<file path="config.mk">
export PLATFORM = sky130hd
export DESIGN_NAME = rr_channel_arbiter
export DESIGN_NICKNAME = d
export VERILOG_FILES = /design/src/rtl/rr_channel_arbiter_pkg.sv /design/src/rtl/rr_channel_arbiter_pick.sv /design/src/rtl/rr_channel_arbiter.sv
export SDC_FILE = /design/constraint.sdc
export NUM_CORES = 1
export LEC_CHECK = 0
export BUFFER_PORTS_ARGS = -buffer_cell sky130_fd_sc_hd__buf_4
export CORE_AREA = 5 5 127 129
export CTS_BUF_LIST = sky130_fd_sc_hd__clkbuf_4 sky130_fd_sc_hd__clkbuf_8 sky130_fd_sc_hd__clkbuf_16
export CTS_CLUSTER_DIAMETER = 200
export CTS_CLUSTER_SIZE = 30
export DETAILED_ROUTE_END_ITERATION = 16
export DIE_AREA = 0 0 132 134
export GPL_ROUTABILITY_DRIVEN = 0
export GPL_TIMING_DRIVEN = 0
export PLACE_DENSITY_LB_ADDON = 0.1
export SLEW_MARGIN = 40
export SYNTH_ARGS = -nofsm -noshare
export SYNTH_HDL_FRONTEND = slang
export SYNTH_SLANG_ARGS = --single-unit
</file>
<file path="constraint.sdc">
create_clock -name clk -period 4.4 [get_ports clk]
set_input_delay 0.88 -clock clk [delete_from_list [all_inputs] [get_ports clk]]
set_output_delay 0.88 -clock clk [all_outputs]
set_load 0.01 [all_outputs]
</file>
<file path="src/rtl/rr_channel_arbiter_pkg.sv">
// Shared types and constants for the round-robin channel arbiter.
// Covers the output-slot state encoding, the requester index type for the
// default configuration, and the statistics counter width and helper.
package rr_channel_arbiter_pkg;

  localparam int ARB_N_REQ_DEF = 4;
  localparam int ARB_IDX_W_DEF = $clog2(ARB_N_REQ_DEF);
  localparam int ARB_CNT_WIDTH = 16;

  typedef logic [ARB_IDX_W_DEF-1:0] arb_idx_t;

  typedef enum logic {
    ST_EMPTY = 1'b0,
    ST_FULL  = 1'b1
  } arb_state_e;

  localparam logic [ARB_CNT_WIDTH-1:0] ARB_CNT_MAX = {ARB_CNT_WIDTH{1'b1}};

  // Saturating increment used by the per-requester grant counters
  function automatic logic [ARB_CNT_WIDTH-1:0] sat_inc(input logic [ARB_CNT_WIDTH-1:0] v);
    return (v == ARB_CNT_MAX) ? v : v + 16'd1;
  endfunction

endpackage

</file>
<file path="src/rtl/rr_channel_arbiter_pick.sv">
// Combinational rotating-priority picker: scans the request vector upward
// from the start pointer, wrapping at N_REQ-1, and returns the first set bit
// as a one-hot grant plus its index and an any-request flag.
module rr_priority_pick
  import rr_channel_arbiter_pkg::*;
#(
  parameter int N_REQ = ARB_N_REQ_DEF
) (
  input  logic [N_REQ-1:0]         req,
  input  logic [$clog2(N_REQ)-1:0] ptr,
  output logic [N_REQ-1:0]         grant,
  output logic [$clog2(N_REQ)-1:0] idx,
  output logic                     any
);

  localparam int IDX_W = $clog2(N_REQ);

  int raw;
  int pos;

  // First requester at or after ptr (with wrap) wins; nothing set gives grant 0
  always_comb begin
    grant = {N_REQ{1'b0}};
    idx   = {IDX_W{1'b0}};
    any   = 1'b0;
    raw   = 0;
    pos   = 0;
    for (int k = 0; k < N_REQ; k++) begin
      raw = int'(ptr) + k;
      pos = (raw >= N_REQ) ? raw - N_REQ : raw;
      if (!any && req[pos]) begin
        any        = 1'b1;
        grant[pos] = 1'b1;
        idx        = IDX_W'(pos);
      end else begin
        any = any;
      end
    end
  end

endmodule

</file>
<file path="src/rtl/rr_channel_arbiter.sv">
// Round-robin arbiter sharing one registered ready/valid output slot among
// N_REQ requesters. The slot reloads in the same cycle it drains, so a
// non-stalling consumer sees one transfer per cycle. The pointer advances
// only on an input handshake, to the requester after the winner.
// Optional build macro ARB_STATS_EN adds per-requester saturating grant
// counters (grant_cnt) with a synchronous clear (stats_clr).
module rr_channel_arbiter
  import rr_channel_arbiter_pkg::*;
#(
  parameter int N_REQ      = ARB_N_REQ_DEF,
  parameter int DATA_WIDTH = 64
) (
  input  logic                            clk,
  input  logic                            rst,
  input  logic [N_REQ-1:0]                in_valid,
  input  logic [N_REQ*DATA_WIDTH-1:0]     in_data,
  output logic [N_REQ-1:0]                in_ready,
  output logic                            out_valid,
  output logic [DATA_WIDTH-1:0]           out_data,
  output logic [$clog2(N_REQ)-1:0]        out_id,
`ifdef ARB_STATS_EN
  output logic [N_REQ*ARB_CNT_WIDTH-1:0]  grant_cnt,
  input  logic                            stats_clr,
`endif
  input  logic                            out_ready
);

  localparam int IDX_W = $clog2(N_REQ);

  arb_state_e             state;
  logic [IDX_W-1:0]       rr_ptr;
  logic [N_REQ-1:0]       grant;
  logic [IDX_W-1:0]       win_idx;
  logic                   win_any;
  logic                   can_load;
  logic                   in_hs;

  rr_priority_pick #(
    .N_REQ (N_REQ)
  ) u_pick (
    .req   (in_valid),
    .ptr   (rr_ptr),
    .grant (grant),
    .idx   (win_idx),
    .any   (win_any)
  );

  assign can_load  = (state == ST_EMPTY) | out_ready;
  assign in_ready  = grant & {N_REQ{can_load}};
  assign in_hs     = win_any & can_load;
  assign out_valid = (state == ST_FULL);

  // Slot FSM: load on handshake (even while draining), empty on drain-only, else hold
  always_ff @(posedge clk or negedge rst) begin
    if (!rst) begin
      state    <= ST_EMPTY;
      rr_ptr   <= {IDX_W{1'b0}};
      out_data <= {DATA_WIDTH{1'b0}};
      out_id   <= {IDX_W{1'b0}};
    end else if (in_hs) begin
      state    <= ST_FULL;
      out_data <= in_data[win_idx*DATA_WIDTH +: DATA_WIDTH];
      out_id   <= win_idx;
      rr_ptr   <= (win_idx == IDX_W'(N_REQ - 1)) ? {IDX_W{1'b0}} : win_idx + IDX_W'(1);
    end else if (state == ST_FULL && out_ready) begin
      state <= ST_EMPTY;
    end else begin
      state <= state;
    end
  end

`ifdef ARB_STATS_EN
  for (genvar gi = 0; gi < N_REQ; gi++) begin : g_cnt
    logic [ARB_CNT_WIDTH-1:0] cnt;

    // Per-requester handshake counter; clear wins over a same-cycle increment
    always_ff @(posedge clk or negedge rst) begin
      if (!rst) begin
        cnt <= {ARB_CNT_WIDTH{1'b0}};
      end else if (stats_clr) begin
        cnt <= {ARB_CNT_WIDTH{1'b0}};
      end else if (in_valid[gi] && in_ready[gi]) begin
        cnt <= sat_inc(cnt);
      end else begin
        cnt <= cnt;
      end
    end

    assign grant_cnt[gi*ARB_CNT_WIDTH +: ARB_CNT_WIDTH] = cnt;
  end
`endif

endmodule

</file>
==> key figures, run 1 <==
Clocking
  • Clk Latency, worst-skew pair: 0.34 ns
  • Post-CTS Resized: 0
  • CTS tree: done
  • Clock tree sinks: 69
  • Clock Path Buffers: 2
  • CTS Buf Count: 9
  • H-tree levels: 3
  • CTS Root Cell: clkbuf_16
  • CTS clock-pin slew for the worst setup and hold paths: ~0.050 ns
  • # Post-CTS Setup Buffers: 0
  • Cts hold-fix bufs: 0

Logic synthesis
  • Syn_nets: 773
  • Mean post-synth cell area: 10.2 um2
  • Seq cells post-synth: 69
  • Yosys cell types: 40
  • Synth Area in XOR/XNOR: 0.170%
  • Most frequent cells after synthesis: dfrtp_1, mux2i_1, a221oi_1
  • Cell taking the most area after synthesis: dfrtp_1
  • Post-synth ARST share: 100%
  • Area share of the largest cell type after synthesis: 33.6%
  • Simple-gate share of the synthesized area: roughly 4.6%
  • Post-Synth Adder-Cell Area: 1.46%
  • Post-synthesis compound-gate area fraction: 38.4%
  • Gate Count Post-Synth: 504
  • Mux share of post-synthesis cell area: approximately 15%
  • Main combinational cell family by area after synthesis: compound AO/OA/AOI/OAI gates
  • Post-Synthesis Cell Area: 5140 um2
  • Register area share after synthesis: 33.6%
  • Yosys Warn Count: 0
  • Post-synth EDFFs: 0
  • Cell with the most instances after synthesis: dfrtp_1
  • Top area cells in the synthesized netlist: dfrtp_1, mux2i_1, a221oi_1, a22o_1, o22ai_1
  • Top_reg_cell synth: dfrtp_1

GRT
  • Met2 GRT Util: 44.0%
  • GRT overflow: 0
  • GR Util met1: 32.0%
  • First-pass GRT wire length: about 37,000 um
  • All-Layer GR Usage: 25.8%
  • Vias in the first global route: about 6,400
  • Largest net degree at the start of global routing: 70
  • Initial antenna violation count: 0
  • Grt met3 use: 6.86%
  • Grt peak-use layer: met2

Routing
  • Drt pass-1 iters: 5
  • Vias/cell: 5.94
  • Drt first-iter violations: 330
  • Via count: slightly above 6,000
  • Residual DRC: 0
  • Post-route ant nets: 0
  • WL/cell: around 23 um
  • Post-Route WL: 24,100 um

Floorplanning
  • Die width: approximately 130 um
  • Area of the die: 17,700 um2
  • Row count: 45
  • I/O pin cnt: 334
  • Initial Util: 34.5%
  • Height of the die: 134 um
  • CORE AREA: 14,900 um2

Final layout
  • N_diodes: 0
  • Fraction of layout cells with a size suffix above 1: 45.9%
  • Layout net count: around 1,100
  • P&R area growth vs syn: 58.6%
  • # fillers: 1,351

Worst setup path
  • Most used cell, CP: buf_4
  • Crit path kind: reg -> out
  • Crit path required time: 3.52 ns
  • Endpoint class of the critical path: output port
  • CP Max Fanout: 10
  • Crit-path cells: buf_4 -> inv_1 -> ha_1 -> mux4_2 -> nor3_1 -> a221oi_1 -> nor2_1 -> buf_4
  • Critical Path Start Type: flip-flop
  • Worst EP arrival: 3.22 ns
  • Worst path slowest cell: mux4_2
  • CP peak stage delay: 0.66 ns

Power and ir drop
  • Max VDD drop: 0.000291 V
  • Tot Pwr: 6.21 mW
  • Pleak: approximately 3.8 nW
  • Power Density: around 760 nW/um2

Status
  • Status: complete, no violations

Placement
  • PortBufs: 333
  • Final HPWL DP: about 19,000 um
  • Pre-CTS worst setup slack: between 0.6 and 0.7 ns

STA
  • Final worst-path cycle share: 93.2%
  • Slew Limit Fails: 0
  • Fin crit period: approximately 4.1 ns
  • Tightest hold margin: 0.506 ns
  • Rel. slew slack: 53.3%
  • Endpoints failing hold: 0
  • Final worst-path setup slack: approximately 0.3 ns
  • RSZ-0062 raised after global routing: no
  • Finish-stage setup viols: 0
  • Setup tns final: 0 ns
  • Slew @ Worst Pin: 0.700 ns
  • Setup Skew: 0.00604 ns
  • Highest clock rate: 0.244 GHz

Job
  • MaxCap Viol Count: 0

Min path
  • Hold Crit Class: reg -> reg
state kept, by name, summed over array words and instances (netlist names):
signal,count
rr_ptr,2
out_valid,1
out_data,64
out_id,2
worst paths after layout:
check                          start            to  slack [ns]  cells past startpoint
max in group asynchronous        rst  out_data[34]        3.35                      1
setup reg to reg           rr_ptr[0]  out_data[34]        0.58                     11
setup / recovery           rr_ptr[0]   in_ready[2]        0.30                      8
hold reg to reg            out_id[1]     out_id[1]        0.51                      1
min in group asynchronous        rst  out_data[38]        0.56                      1
hold / removal             out_id[1]     out_id[1]        0.51                      1
power breakdown:
group          switching [mW]  leakage (nW)  total (mW)  internal [mW]
Clock                   0.278         0.140       0.689          0.411
Sequential              0.206         0.789        1.17          0.963
Combinational            2.38          2.89        4.35           1.97
Total                    2.87          3.82        6.21           3.34
routing by layer:
layer	vias up	wire length [um]	part of all wire, %
li1	2823	-	-
met1	2976	9610	40
met2	348	11800	49
met3	31	2170	9.0
met4	0	510	2.1
met5	-	0	0
worst max-delay path: cells and delay by family, from the launching register on:
kind,cells,cell delay (ns)
compound gates,1,0.19
flops,1,0.53
simple gates,2,0.58
mux,1,0.66
buf+inv,3,0.50
fa+ha+maj,1,0.43
logic make-up after synthesis:
| logic type | count (synthesis) |
|---|---|
| mux | 71 |
| xor+xnor | 1 |
| flops | 69 |
| fa+ha+maj | 6 |
| simple gates | 47 |
| compound gates | 245 |
| buf+inv | 65 |
stage by stage:
step | util (%) | area [um2] | std cells
after global placement | 52.8 | 7880 | 1025
after global routing | 54.7 | 8160 | 1040
after detailed placement | 52.8 | 7880 | 1025
after CTS | 54.6 | 8150 | 1040
final | 54.7 | 8160 | 1040
after floorplan | - | 5140 | 504
cell type report:
cell class / instances / area, um2 / share of cell area (%)
Multi-Input combinational cell: 370 / 3060 / 37.6
Timing Repair Buffer: 333 / 2500 / 30.7
Sequential cell: 69 / 1730 / 21.2
Buffer: 60 / 338 / 4.14
Clock buffer: 13 / 262 / 3.21
Tap cell: 188 / 235 / 2.88
Inverter: 5 / 18.8 / 0.230
Clock inverter: 2 / 10.0 / 0.123
layout by cell type, fill, tap and decap left out, types with 4 or more instances in the layout:
cell type,Yosys,final
nand3_1,15,15
dfrtp_1,69,69
buf_2,12,12
nor2_1,14,13
nand2_1,5,5
mux2i_1,67,67
o211ai_1,15,15
a211oi_1,38,38
buf_6,3,4
o22ai_1,49,49
a22o_1,50,50
clkbuf_1,37,37
clkbuf_16,0,9
ha_1,6,6
buf_4,4,336
a22oi_1,4,4
a211oi_2,11,11
a221oi_1,54,54
a32oi_1,15,15
inv_1,4,4
No activity file was read; power rests on OpenSTA's default activity.
==> run 2, diff against run 1 <==
--- a/config.mk
+++ b/config.mk
@@ -5,13 +5,13 @@
 export SDC_FILE = /design/constraint.sdc
 export NUM_CORES = 1
 export LEC_CHECK = 0
-export BUFFER_PORTS_ARGS = -buffer_cell sky130_fd_sc_hd__buf_4
 export CORE_AREA = 5 5 127 129
 export CTS_BUF_LIST = sky130_fd_sc_hd__clkbuf_4 sky130_fd_sc_hd__clkbuf_8 sky130_fd_sc_hd__clkbuf_16
 export CTS_CLUSTER_DIAMETER = 200
 export CTS_CLUSTER_SIZE = 30
 export DETAILED_ROUTE_END_ITERATION = 16
 export DIE_AREA = 0 0 132 134
+export DONT_BUFFER_PORTS = 1
 export GPL_ROUTABILITY_DRIVEN = 0
 export GPL_TIMING_DRIVEN = 0
 export PLACE_DENSITY_LB_ADDON = 0.1
@@ -19,3 +19,4 @@
 export SYNTH_ARGS = -nofsm -noshare
 export SYNTH_HDL_FRONTEND = slang
 export SYNTH_SLANG_ARGS = --single-unit
+export TNS_END_PERCENT = 30
==> run 2 against run 1 <==
  * Hold slack got worse by 0.27 ns
  * Combinational power shrank 21%
  * Power fell by 9.4%
  * Worst setup slack better by 0.10 ns
  * Sequential cell count unchanged
  * Core utilization decreased by 17 points
  * Sequential share of layout area grew 9.2 points
  * Via count is 21% lower
  * Register-to-register slack worse by 0.10 ns
  * Design area shrank 30%
  * Critical path type unchanged
  * Largest power group unchanged
==> key figures, run 2 (synthesis results as in run 1) <==
Routing
  • Vias/cell: slightly below 7
  • Drt pass-1 iters: 4
  • Via count: approximately 4,900
  • Residual DRC: 0
  • WL/cell: about 32 um
  • Post-route ant nets: 0
  • Post-Route WL: 22,400 um
  • Drt first-iter violations: 252

STA
  • Slew @ Worst Pin: 0.770 ns
  • Highest clock rate: roughly 0.25 GHz
  • Setup Skew: 0.00583 ns
  • Slew Limit Fails: 0
  • Rel. slew slack: 48.6%
  • Endpoints failing hold: 0
  • RSZ-0062 raised after global routing: no
  • Setup tns final: 0 ns
  • Final worst-path cycle share: 90.9%
  • Fin crit period: approximately 4 ns
  • Finish-stage setup viols: 0

GRT
  • Vias in the first global route: 5,206
  • GRT overflow: 0
  • First-pass GRT wire length: around 33,000 um
  • All-Layer GR Usage: 24.0%
  • Initial antenna violation count: 0
  • Largest net degree at the start of global routing: 70

Worst setup path
  • Crit path kind: reg -> out
  • FF-to-FF Start: rr_ptr[0]
  • Crit path required time: 3.52 ns
  • RR Endpoint: out_data[36]
  • CP Max Fanout: 10
  • Register-to-register setup slack: between 0.4 and 0.5 ns
  • Endpoint class of the critical path: output port
  • Worst reg-to-reg path cell count: 11
  • Critical Path Start Type: flip-flop
  • Worst EP arrival: 3.12 ns

Final layout
  • Fraction of layout cells with a size suffix above 1: a little under an eighth
  • Footprint of the multi-input gates: 3060 um2
  • P&R area growth vs syn: 10.5%
  • Biggest regs: out_data (64), out_id (2), rr_ptr (2)
  • Largest Register: out_data
  • Max reg flops: 64
  • N_diodes: 0
  • Register area: 1730 um2
  • # fillers: roughly 1,500
  • Most frequent cells in the layout: dfrtp_1, mux2i_1, a221oi_1
  • Most common cell after layout, fill and taps aside: dfrtp_1
  • Layout net count: 784
  • Non-filler instance count after layout: 708

Clocking
  • H-tree levels: 3
  • CTS tree: done
  • # Post-CTS Setup Buffers: 0
  • CTS Root Cell: clkbuf_16
  • CTS clock-pin slew for the worst setup and hold paths: 0.06 ns
  • CTS Buf Count: 9
  • Cts hold-fix bufs: 0
  • Clk Latency, worst-skew pair: 0.34 ns
  • Post-CTS Resized: 0
  • Clock tree sinks: 69
  • Clock Path Buffers: 2

Job
  • MaxCap Viol Count: 0

Placement
  • DP Cell Count: 692
  • Final HPWL DP: 16,800 um
  • PortBufs: 0

Power and ir drop
  • Power Density: 989 nW/um2
  • Pleak: roughly 2.2 nW
  • Max VDD drop: around 0.00036 V

Floorplanning
  • CORE AREA: 14,900 um2
  • Row count: 45
  • Die width: 132 um
  • I/O pin cnt: approximately 330
  • Initial Util: 34.5%
  • Height of the die: 134 um
  • Area of the die: 17,700 um2

Status
  • Status: complete, no violations

Min path
  • Hold Crit Class: in -> async
-- run 2: cell types whose count changed in the layout (fill, tap and decap cells not counted) --
cell / before / now
bufinv_16: 0 / 1
clkbuf_4: 3 / 0
buf_6: 4 / 3
buf_4: 336 / 4
clkinvlp_4: 0 / 3
-- run 2: cell type report --
| cell class | instances | area share [%] |
|---|---|---|
| multi-input combinational | 370 | 53.9 |
| inverter | 5 | 0.330 |
| tap | 188 | 4.14 |
| sequential | 69 | 30.4 |
| clock inverter | 6 | 1.10 |
| clock buffer | 10 | 4.21 |
| buffer | 60 | 5.94 |
-- run 2: layer usage --
layer	track usage [%]	routed length, um
met5	0	0
met4	6.51	371
met3	8.44	2310
met2	41.5	11200
met1	28.3	8440
-- run 2: critical path, cell delays in order (launching register included) --
cell and delay [ns]:
dfrtp_1 0.55, buf_4 0.26, inv_1 0.13, ha_1 0.43
mux4_2 0.65, nor3_1 0.39, a221oi_1 0.15, nor2_1 0.24
-- run 2: per-stage QoR --
| stage | hold WS [ns] | total power [mW] | area [um2] | utilization [%] | setup WS (ns) |
|---|---|---|---|---|---|
| 6_report | 0.233 | 5.62 | 5680 | 38.1 | 0.402 |
| 5_1_grt | 0.218 | 5.96 | 5680 | 38.1 | 0.139 |
| 4_1_cts | 0.217 | 5.66 | 5680 | 38.1 | 0.409 |
| 3_5_place_dp | 0.581 | 4.87 | 5380 | 36.1 | 0.553 |
| 3_3_place_gp | 0.576 | 4.81 | 5380 | 36.1 | 0.647 |
| 2_1_floorplan | 0.516 | 3.93 | 5140 | - | 1.18 |
-- run 2: power breakdown --
group	switching, mW	internal, mW
combinational	2.00	1.45
clock	0.311	0.453
sequential	0.448	0.962
total	2.76	2.86
-- run 2: worst max path at each step --
stage / startpoint / end / cells after the start
2_1_floorplan: rr_ptr[0] / in_ready[0] / 7
3_3_place_gp: rr_ptr[0] / out_data[33] / 11
3_5_place_dp: rr_ptr[0] / out_data[36] / 11
4_1_cts: rr_ptr[0] / in_ready[1] / 7
5_1_grt: rr_ptr[0] / in_ready[1] / 7
6_report: rr_ptr[0] / in_ready[1] / 7
